$ cat src/rtl/uart_tx_fifo_if.sv
// Byte intake handshake between a host-side producer and the UART transmitter.
interface uart_tx_fifo_if #(
  parameter int unsigned DATA_BITS = 8
) ();
  logic [DATA_BITS-1:0] data;
  logic                 valid;
  logic                 ready;

  modport master (output data, output valid, input ready);
  modport slave  (input data, input valid, output ready);
endinterface

$ cat src/rtl/uart_tx_fifo.sv
// UART transmitter with a small valid/ready intake FIFO and a frame-aligned baud counter.
module uart_tx_fifo #(
  parameter int unsigned CLOCK_FREQ = 50000000,
  parameter int unsigned BAUD_RATE  = 9600,
  parameter int unsigned DATA_BITS  = 8,
  parameter int unsigned PARITY     = 0,
  parameter int unsigned STOP_BITS  = 1,
  parameter int unsigned FIFO_DEPTH = 4
) (
  input  logic                        clk,
  input  logic                        rst,
  uart_tx_fifo_if.slave               in_if,
  output logic                        tx,
  output logic                        busy,
  output logic [$clog2(FIFO_DEPTH):0] fifo_count
);

  localparam int unsigned CPB    = CLOCK_FREQ / BAUD_RATE;
  localparam int unsigned BAUD_W = (CPB > 2) ? $clog2(CPB) : 1;
  localparam int unsigned PTR_W  = $clog2(FIFO_DEPTH);
  localparam int unsigned CNT_W  = PTR_W + 1;
  localparam int unsigned BIT_W  = 4;
  localparam logic        ODD_PAR = (PARITY == 1);

  // Reject unsupported configurations at elaboration time.
  if (DATA_BITS < 5 || DATA_BITS > 9 || PARITY > 2 ||
      (STOP_BITS != 1 && STOP_BITS != 2) || CPB < 2 ||
      FIFO_DEPTH < 2 || (FIFO_DEPTH & (FIFO_DEPTH - 1)) != 0) begin : g_bad_params
    $error("uart_tx_fifo: illegal parameter combination");
  end

  typedef enum logic [2:0] {S_IDLE, S_START, S_DATA, S_PARITY, S_STOP} state_e;

  state_e               state_q, state_d;
  logic [BAUD_W-1:0]    baud_q, baud_d;
  logic [BIT_W-1:0]     bit_q, bit_d;
  logic [DATA_BITS-1:0] shift_q, shift_d;
  logic                 par_q, par_d;
  logic                 tx_q, tx_d;
  logic                 busy_q, busy_d;
  logic                 ready_q, ready_d;
  logic [PTR_W-1:0]     rd_ptr_q, rd_ptr_d;
  logic [PTR_W-1:0]     wr_ptr_q, wr_ptr_d;
  logic [CNT_W-1:0]     count_q, count_d;
  logic [DATA_BITS-1:0] mem_q [FIFO_DEPTH];
  logic [DATA_BITS-1:0] head_c;
  logic                 push_c, pop_c, last_tick_c;

  assign head_c      = mem_q[rd_ptr_q];
  assign last_tick_c = (baud_q == BAUD_W'(CPB - 1));

  // Frame sequencing: decides next state, line level and when to pop the FIFO head.
  always_comb begin
    state_d = state_q;
    baud_d  = baud_q;
    bit_d   = bit_q;
    shift_d = shift_q;
    par_d   = par_q;
    tx_d    = tx_q;
    pop_c   = 1'b0;
    case (state_q)
      S_IDLE: begin
        tx_d  = 1'b1;
        pop_c = (count_q != '0);
      end
      S_START: begin
        if (last_tick_c) begin
          state_d = S_DATA;
          baud_d  = '0;
          bit_d   = '0;
          tx_d    = shift_q[0];
        end else begin
          baud_d = baud_q + BAUD_W'(1);
        end
      end
      S_DATA: begin
        if (last_tick_c) begin
          baud_d = '0;
          if (bit_q == BIT_W'(DATA_BITS - 1)) begin
            bit_d = '0;
            if (PARITY != 0) begin
              state_d = S_PARITY;
              tx_d    = par_q;
            end else begin
              state_d = S_STOP;
              tx_d    = 1'b1;
            end
          end else begin
            bit_d   = bit_q + BIT_W'(1);
            shift_d = shift_q >> 1;
            tx_d    = shift_q[1];
          end
        end else begin
          baud_d = baud_q + BAUD_W'(1);
        end
      end
      S_PARITY: begin
        if (last_tick_c) begin
          state_d = S_STOP;
          baud_d  = '0;
          bit_d   = '0;
          tx_d    = 1'b1;
        end else begin
          baud_d = baud_q + BAUD_W'(1);
        end
      end
      S_STOP: begin
        if (last_tick_c) begin
          baud_d = '0;
          if (bit_q == BIT_W'(STOP_BITS - 1)) begin
            bit_d = '0;
            if (count_q != '0) begin
              pop_c = 1'b1;
            end else begin
              state_d = S_IDLE;
            end
          end else begin
            bit_d = bit_q + BIT_W'(1);
          end
        end else begin
          baud_d = baud_q + BAUD_W'(1);
        end
      end
      default: state_d = S_IDLE;
    endcase
    // Popping always launches a new frame; parity is fixed from the word as popped.
    if (pop_c) begin
      shift_d = head_c;
      par_d   = (^head_c) ^ ODD_PAR;
      state_d = S_START;
      baud_d  = '0;
      bit_d   = '0;
      tx_d    = 1'b0;
    end
  end

  // FIFO pointers, occupancy and the registered ready/busy flags.
  always_comb begin
    push_c   = in_if.valid && ready_q;
    wr_ptr_d = wr_ptr_q;
    rd_ptr_d = rd_ptr_q;
    count_d  = count_q;
    if (push_c) wr_ptr_d = wr_ptr_q + PTR_W'(1);
    if (pop_c)  rd_ptr_d = rd_ptr_q + PTR_W'(1);
    case ({push_c, pop_c})
      2'b10:   count_d = count_q + CNT_W'(1);
      2'b01:   count_d = count_q - CNT_W'(1);
      default: count_d = count_q;
    endcase
    ready_d = (count_d != CNT_W'(FIFO_DEPTH));
    busy_d  = (state_d != S_IDLE) || (count_d != '0);
  end

  // Control state registers with asynchronous reset.
  always_ff @(posedge clk or posedge rst) begin
    if (rst) begin
      state_q  <= S_IDLE;
      baud_q   <= '0;
      bit_q    <= '0;
      shift_q  <= '0;
      par_q    <= 1'b0;
      tx_q     <= 1'b1;
      busy_q   <= 1'b0;
      ready_q  <= 1'b1;
      rd_ptr_q <= '0;
      wr_ptr_q <= '0;
      count_q  <= '0;
    end else begin
      state_q  <= state_d;
      baud_q   <= baud_d;
      bit_q    <= bit_d;
      shift_q  <= shift_d;
      par_q    <= par_d;
      tx_q     <= tx_d;
      busy_q   <= busy_d;
      ready_q  <= ready_d;
      rd_ptr_q <= rd_ptr_d;
      wr_ptr_q <= wr_ptr_d;
      count_q  <= count_d;
    end
  end

  // FIFO storage; contents need no reset since pointers define validity.
  always_ff @(posedge clk) begin
    if (push_c) mem_q[wr_ptr_q] <= in_if.data;
  end

  assign tx          = tx_q;
  assign busy        = busy_q;
  assign fifo_count  = count_q;
  assign in_if.ready = ready_q;

endmodule
$ cat src/flat_wrapper.sv
// flat-port wrapper written by rule: the top's interface ports become plain ports
module uart_tx_fifo_flat 
#(
  parameter int unsigned CLOCK_FREQ = 50000000,
  parameter int unsigned BAUD_RATE  = 9600,
  parameter int unsigned DATA_BITS  = 8,
  parameter int unsigned PARITY     = 0,
  parameter int unsigned STOP_BITS  = 1,
  parameter int unsigned FIFO_DEPTH = 4
)
  (clk, rst, tx, busy, fifo_count, in_if_data, in_if_valid, in_if_ready);
  uart_tx_fifo_if #(.DATA_BITS(DATA_BITS)) in_if_i ();
  input  logic clk;
  input  logic rst;
  output logic tx;
  output logic busy;
  output logic [$clog2(FIFO_DEPTH):0] fifo_count;
  input wire logic [$bits(in_if_i.data)-1:0] in_if_data;
  input wire logic [$bits(in_if_i.valid)-1:0] in_if_valid;
  output wire logic [$bits(in_if_i.ready)-1:0] in_if_ready;
  assign in_if_i.data = in_if_data;
  assign in_if_i.valid = in_if_valid;
  assign in_if_ready = in_if_i.ready;
  uart_tx_fifo #(.CLOCK_FREQ(CLOCK_FREQ), .BAUD_RATE(BAUD_RATE), .DATA_BITS(DATA_BITS), .PARITY(PARITY), .STOP_BITS(STOP_BITS), .FIFO_DEPTH(FIFO_DEPTH)) u_core (.clk(clk), .rst(rst), .in_if(in_if_i), .tx(tx), .busy(busy), .fifo_count(fifo_count));
endmodule
$ cat config.mk
export PLATFORM = sky130hd
export DESIGN_NAME = uart_tx_fifo_flat
export DESIGN_NICKNAME = d
export VERILOG_FILES = /design/src/rtl/uart_tx_fifo_if.sv /design/src/rtl/uart_tx_fifo.sv /design/src/flat_wrapper.sv
export SDC_FILE = /design/constraint.sdc
export NUM_CORES = 1
export LEC_CHECK = 0
export BUFFER_PORTS_ARGS = -buffer_cell sky130_fd_sc_hd__buf_2
export CORE_MARGIN = 2
export CORE_UTILIZATION = 29
export CTS_BUF_LIST = sky130_fd_sc_hd__clkbuf_2
export CTS_CLUSTER_SIZE = 25
export DETAILED_ROUTE_END_ITERATION = 10
export SLEW_MARGIN = 20
export SYNTH_ARGS = -nofsm -noshare
export SYNTH_HDL_FRONTEND = slang
export SYNTH_SLANG_ARGS = --single-unit
$ cat constraint.sdc
create_clock -name clk -period 3.35 [get_ports clk]
set_input_delay 1.005 -clock clk [delete_from_list [all_inputs] [get_ports clk]]
set_output_delay 1.005 -clock clk [all_outputs]
set_load 0.005 [all_outputs]
# [Word-level counts from Yosys, hierarchy flattened]
# Memories as Yosys holds them, arrays and structs flattened.
# Index checks and enable logic that the tools add are counted.
[word_totals] regBits=38 ramBits=32 input_bits=11 elab_cells=85 memories=1
[op_classes] addsub=6 n_eq_ne=15 n_mux=36 n_reduce_logical=17
[mem_list] memory="u_core.mem_q" words=4 word_bits=8 read_ports=1 rd_clocked_by_memory_dff=0 write_ports=1 line_no="uart_tx_fifo.sv:45" rtl="logic [DATA_BITS-1:0] mem_q [FIFO_DEPTH];"
[ops] operator="$mux 13" n=3
[ops] operator="$mux 8" n=4
[ops] operator="$mux 3" n=8
[ops] operator="$mux 4" n=6
[ops] operator="$ne 3x1->1 const B" n=5
[ops] operator="$pmux 3 s5" n=1
[ops] operator="$add 13x1->13 const B" n=1
[ops] operator="$eq 13x13->1 const B" n=1
[ops] operator="$pmux 4 s3" n=1
[ops] operator="$mux 1" n=10
[ops] operator="$reduce_bool 3->1" n=3
[ops] operator="$reduce_and 4->1" n=2
[ops] operator="$eq 3x2->1 const B" n=2
[ops] operator="$pmux 3 s2" n=1
[ops] operator="$reduce_bool 2->1" n=3
[ops] operator="$reduce_bool 5->1" n=1
[ops] operator="$add 2x1->2 const B" n=2
[ops] operator="$add 4x1->4 const B" n=1
[ops] operator="$eq 4x3->1 const B" n=1
[ops] operator="$logic_not 4->1" n=1
[ops] operator="$pmux 1 s4" n=1
[ops] operator="$reduce_bool 4->1" n=1
[ops] operator="$reduce_or 4->1" n=1
[ops] operator="$add 3x1->3 const B" n=1
[ops] operator="13 further kinds" n=13

# [Logic depth before layout (Yosys ltp)]
[logic_depth] ltp_word=9 mapped_depth=14 depth_no_buf=12

# [Worst setup path after synthesis]
# No wires, ideal clock.
[synth_timing] path_kind="reg-to-reg" startpoint="reg u_core.bit_q[0]" endpoint="reg u_core.busy_q, in the netlist u_core.busy" setup_ns=0.137 arrival_time_ns=2.778 required_time_ns=3.213 slack_ns=0.434 stages_incl_launch_ff=15 n_path_buf=2 synth_period_minus_slack_ns=2.916 path_cell_list="dfrtp_1 > inv_1 > ha_1 > or3b_2 > o21ai_4 > and2_1 > buf_6 > buf_12 > ha_1 > inv_1 > fa_1 > xor2_1 > nor2_1 > xor2_1 > nand4b_1"
[synth_between] elab_chain_cells=8 elab_cells_between_ends=17
[synth_lines] item="start: declaration" line_no="uart_tx_fifo.sv:36" rtl="logic [BIT_W-1:0] bit_q, bit_d;"
[synth_lines] item="start signal: assignment" line_no="uart_tx_fifo.sv:171" rtl="bit_q <= bit_d;"
[synth_lines] item="$logic_not 4->1 (*)" line_no="uart_tx_fifo.sv:110" rtl="if (bit_q == BIT_W'(STOP_BITS - 1)) begin"
[synth_lines] item="$mux 1 (*)" line_no="uart_tx_fifo.sv:110"
[synth_lines] item="$mux 1 (*)" line_no="uart_tx_fifo.sv:108" rtl="if (last_tick_c) begin"
[synth_lines] item="$pmux 1 s2 (*)" line_no="uart_tx_fifo.sv:61" rtl="case (state_q)"
[synth_lines] item="$eq 2x1->1 or $eq 2x2->1 (tied branches)" line_no="uart_tx_fifo.sv:145" rtl="case ({push_c, pop_c})"
[synth_lines] item="$pmux 3 s2 (*)" line_no="uart_tx_fifo.sv:145"
[synth_lines] item="named net u_core.count_d[2]" line_no="uart_tx_fifo.sv:44" rtl="logic [CNT_W-1:0] count_q, count_d;"
[synth_lines] item="$reduce_bool 3->1 (*)" line_no="uart_tx_fifo.sv:151" rtl="busy_d = (state_d != S_IDLE) || (count_d != '0);"
[synth_lines] item="$logic_or 1x1->1 (*)" line_no="uart_tx_fifo.sv:151"
[synth_lines] item="named net u_core.busy_d" line_no="uart_tx_fifo.sv:40" rtl="logic busy_q, busy_d;"
[synth_lines] item="end signal: assignment" line_no="uart_tx_fifo.sv:175" rtl="busy_q <= busy_d;"
[synth_lines] item="end: declaration" line_no="uart_tx_fifo.sv:40"
# The timed path passes the listed nets; every way through them passes the cells marked *.
# A chain may end at the register's enable or synchronous reset.

# [Worst setup path in the final report]
[layout_timing] startpoint="reg u_core.baud_q[0]" endpoint="reg u_core.busy_q, in the netlist u_core.busy"
[layout_between] elab_chain_cells=7 elab_cells_between_ends=15
[layout_lines] item="start: declaration" line_no="uart_tx_fifo.sv:35" rtl="logic [BAUD_W-1:0] baud_q, baud_d;"
[layout_lines] item="start signal: assignment" line_no="uart_tx_fifo.sv:170" rtl="baud_q <= baud_d;"
[layout_lines] item="$eq 13x13->1 (*)" line_no="uart_tx_fifo.sv:50" rtl="assign last_tick_c = (baud_q == BAUD_W'(CPB - 1));"
[layout_lines] item="$mux 1 (*)" line_no="uart_tx_fifo.sv:108"
[layout_lines] item="$pmux 1 s2 (*)" line_no="uart_tx_fifo.sv:61"
[layout_lines] item="$eq 2x1->1 or $eq 2x2->1 (tied branches)" line_no="uart_tx_fifo.sv:145"
[layout_lines] item="$pmux 3 s2 (*)" line_no="uart_tx_fifo.sv:145"
[layout_lines] item="named net u_core.count_d[2]" line_no="uart_tx_fifo.sv:44"
[layout_lines] item="$reduce_bool 3->1 (*)" line_no="uart_tx_fifo.sv:151"
[layout_lines] item="$logic_or 1x1->1 (*)" line_no="uart_tx_fifo.sv:151"
[layout_lines] item="named net u_core.busy_d" line_no="uart_tx_fifo.sv:40"
# Marks and branches as above.

==> insert_results.sql <==
INSERT INTO impl_metrics (metric_group, metric, value, unit) VALUES
('cells_and_area', 'final_common_cell', 'dfrtp_1', ''),
('clock_network', 'cts.htree.levels', '3', ''),
('pwr', 'peakVddDrop', '298.6', 'uV'),
('routing', 'drt_drc_violations_left', '0', ''),
('sta', 'setup_violations', '0', ''),
('critical_path', 'timing.critical_path.required', '3.80', 'ns'),
('sta', 'period_minus_slack', '2.776', 'ns'),
('die', 'placementRows', '38', ''),
('die', 'ioPinCount', '17', ''),
('die', 'die_width', '110.7', 'um'),
('global_route', 'number_of_antenna_violations_at_the_first_check_in_global_routing', '0', ''),
('sta', 'finalCritPeriodShare', '82.87', '%'),
('yosys', 'ffs_latches_synth', '70', ''),
('yosys', 'yosys_warnings', '0', ''),
('sta', 'final.setup.tns', '0', 'ns'),
('die', 'core_area', '10980', 'um^2'),
('routing', 'drt_iter0_markers', '96', ''),
('cells_and_area', 'seq_area', '1914', 'um^2'),
('clock_network', 'clock_sink_count', '70', ''),
('clock_network', 'clkLatencyLatePin', '0.49', 'ns'),
('yosys', 'yosys.area.top_type_share', '29.11', '%'),
('yosys', 'asyncSetResetFlopFracSynth', '54.29', '%'),
('yosys', 'yosysSeqAreaShare', '58.00', '%'),
('place', 'detailed_place_hpwl', '4024', 'um'),
('cells_and_area', 'nNetsFinal', '300', ''),
('cells_and_area', 'final_layout_size_suffix_gt1_share', '21.40', '%'),
('die', 'die_height', '110.7', 'um'),
('yosys', 'synth_area', '3301', 'um^2'),
('routing', 'wl_per_cell', '13.63', 'um'),
('clock_network', 'cts_tree', 'built', ''),
('clock_network', 'cts_setup_buffers', '0', ''),
('global_route', 'grt_first_pass_wirelength', '9804', 'um'),
('critical_path', 'worst-setup-path-type', 'register to register', ''),
('sta', 'timing_max_transition_violations_final', '0', ''),
('outcome', 'outcome', 'completed', ''),
('clock_network', 'postCtsResizedCells', '0', ''),
('place', 'place.port_buffers', '16', ''),
('min_path', 'worst_hold_path_type', 'input pin to asynchronous set/reset pin', ''),
('yosys', 'ys.flop_type', 'dfrtp_1', ''),
('sta', 'worst_clock_skew', '0.03277', 'ns'),
('yosys', 'synthCells', '258', ''),
('critical_path', 'arrival_time_at_the_worst_endpoint', '3.23', 'ns'),
('global_route', 'pin_count_of_the_biggest_net_entering_global_routing', '35', ''),
('global_route', 'grt-ovfl-total', '0', ''),
('routing', 'detail_route.wirelength', '5792', 'um'),
('critical_path', 'timing.critical_path.to_type', 'register', ''),
('place', 'detailed_place.area', '3532', 'um^2'),
('yosys', 'synth_cell_types', '53', ''),
('global_route', 'grtUsageTotal', '9.960', '%'),
('sta', 'worstMarginPinSlew', '0.6235', 'ns'),
('cells_and_area', 'final.fill_count', '1083', ''),
('clock_network', 'clkSlewWorstSetupHoldPaths', '0.21', 'ns'),
('die', 'initial_utilization', '30.05', '%'),
('global_route', 'first_global_vias', '2027', ''),
('yosys', 'synth_edf_count', '32', ''),
('pwr', 'p_per_area', '665.7', 'nW/um^2'),
('run', 'cap_viol_max_count', '0', ''),
('clock_network', 'cts-buffers-inserted', '9', ''),
('critical_path', 'worst-path-max-fanout', '7', ''),
('cells_and_area', 'layout_common_cells', '36 x dfrtp_1, 32 x edfxtp_1, 18 x nand3_1, 16 x nand2_1, 16 x buf_2', ''),
('cells_and_area', 'final_design_area_no_fill', '3645', 'um^2'),
('yosys', 'synth_area_leaders', 'edfxtp_1 29%, dfrtp_1 27%, mux4_2 5.5%', ''),
('critical_path', 'crit_chain', 'ha_1, and3_1, nand4_4, o21ai_4, and2_1, ha_1, inv_1, fa_1, xor2_1, nor2_1, xor2_1, nand4b_1', ''),
('routing', 'drtPass1Iterations', '4', ''),
('sta', 'fin_hold_viols', '0', ''),
('critical_path', 'critPathLaunchType', 'register', ''),
('die', 'die-area', '12250', 'um^2'),
('cells_and_area', 'fin_util', '33.19', '%'),
('routing', 'routed-via-count', '2043', ''),
('clock_network', 'ctsHoldBuffers', '0', ''),
('sta', 'rsz0062_at_grt', 'no', '');
[kinds of logic (layout without fill, tap and decap cells)]
| family | after synthesis | in the layout | synth area share [%] |
|---|---|---|---|
| AND/OR/NAND/NOR | 87 | 87 | 15.47 |
| adder cells (fa/ha/maj) | 9 | 9 | 3.639 |
| flip-flops | 70 | 70 | 58.00 |
| multiplexers | 13 | 13 | 7.013 |
| XOR/XNOR | 14 | 14 | 3.943 |
| AO/OA/AOI/OAI | 42 | 42 | 8.605 |
| buffers and inverters | 23 | 50 | 3.336 |
[registers in the layout, summed over array words and instances, names as in the netlist]
signal	count
u_core.state_q	3
u_core.rd_ptr_q	2
u_core.wr_ptr_q	2
u_core.bit_q	4
u_core.baud_q	13
u_core.fifo_count	3
u_core.shift_q	8
u_core.in_if.ready	1
u_core.mem_q	32
u_core.tx	1
u_core.busy	1
[final timing paths]
| check | start | to | slack (ns) | cells after the start |
|---|---|---|---|---|
| setup / recovery | u_core.baud_q[0] | u_core.busy | 0.57 | 12 |
| hold / removal | rst | u_core.wr_ptr_q[0] | 0.38 | 2 |
| setup reg to reg | u_core.baud_q[0] | u_core.busy | 0.57 | 12 |
| hold reg to reg | u_core.shift_q[4] | u_core.shift_q[4] | 0.53 | 1 |
| max in group asynchronous | rst | u_core.baud_q[12] | 2.29 | 3 |
| min in group clk | u_core.shift_q[4] | u_core.shift_q[4] | 0.53 | 1 |
[report_power, final]
group | internal (W) | switching [W]
Clock | 0.000175 | 0.000291
Combinational | 0.000328 | 0.000325
Sequential | 0.00112 | 0.000189
[metrics by stage]
step | hold slack [ns] | power, W | std cells
global placement | 0.4858 | 0.001979 | 409
global route | 0.3218 | 0.002612 | 425
detailed placement | 0.4941 | 0.001999 | 409
CTS | 0.3318 | 0.002471 | 425
finish | 0.3761 | 0.002426 | 425
floorplan | 0.4712 | 0.001812 | 258
[Yosys cell counts (2+ instances only)]
cell type  number
a21oi_1         9
a221o_1         4
a31oi_1         3
and2_1          4
and3_1          6
and4_2          2
clkbuf_1        7
dfrtp_1        36
dfstp_2         2
edfxtp_1       32
ha_1            8
inv_1          13
mux2i_1         4
mux4_2          8
nand2_1        16
nand2b_1        2
nand3_1        18
nand3b_1        2
nand4_1         4
nor2_1         14
nor3_1          3
o21a_1          2
o21ai_0        11
o22ai_1         3
o31ai_1         3
or3_1           4
xnor2_1         4
xor2_1          9
[critical path, delay by kind of cell, from the launching register on]
kind            cells  cell delay (ns)
simple gates        5             0.88
fa+ha+maj           3             0.76
flops               1             0.44
xor+xnor            2             0.39
compound gates      1             0.20
buf+inv             1             0.06
[layer usage]
layer	up-vias	wire length, um	GRT usage (%)
met5	-	0	0
met4	0	71	3.500
met3	6	201	2.624
met2	33	2929	17.06
met1	1008	2590	12.15
li1	996	-	-
[layout make-up]
type	count	share of cell area (%)
Multi-Input combinational cell	165	35.02
Clock buffer	10	1.373
Timing Repair Buffer	21	3.227
Sequential cell	70	52.52
Inverter	13	1.339
Tap cell	140	4.806
Clock inverter	6	1.716
Power figures use the tool's default switching activity.
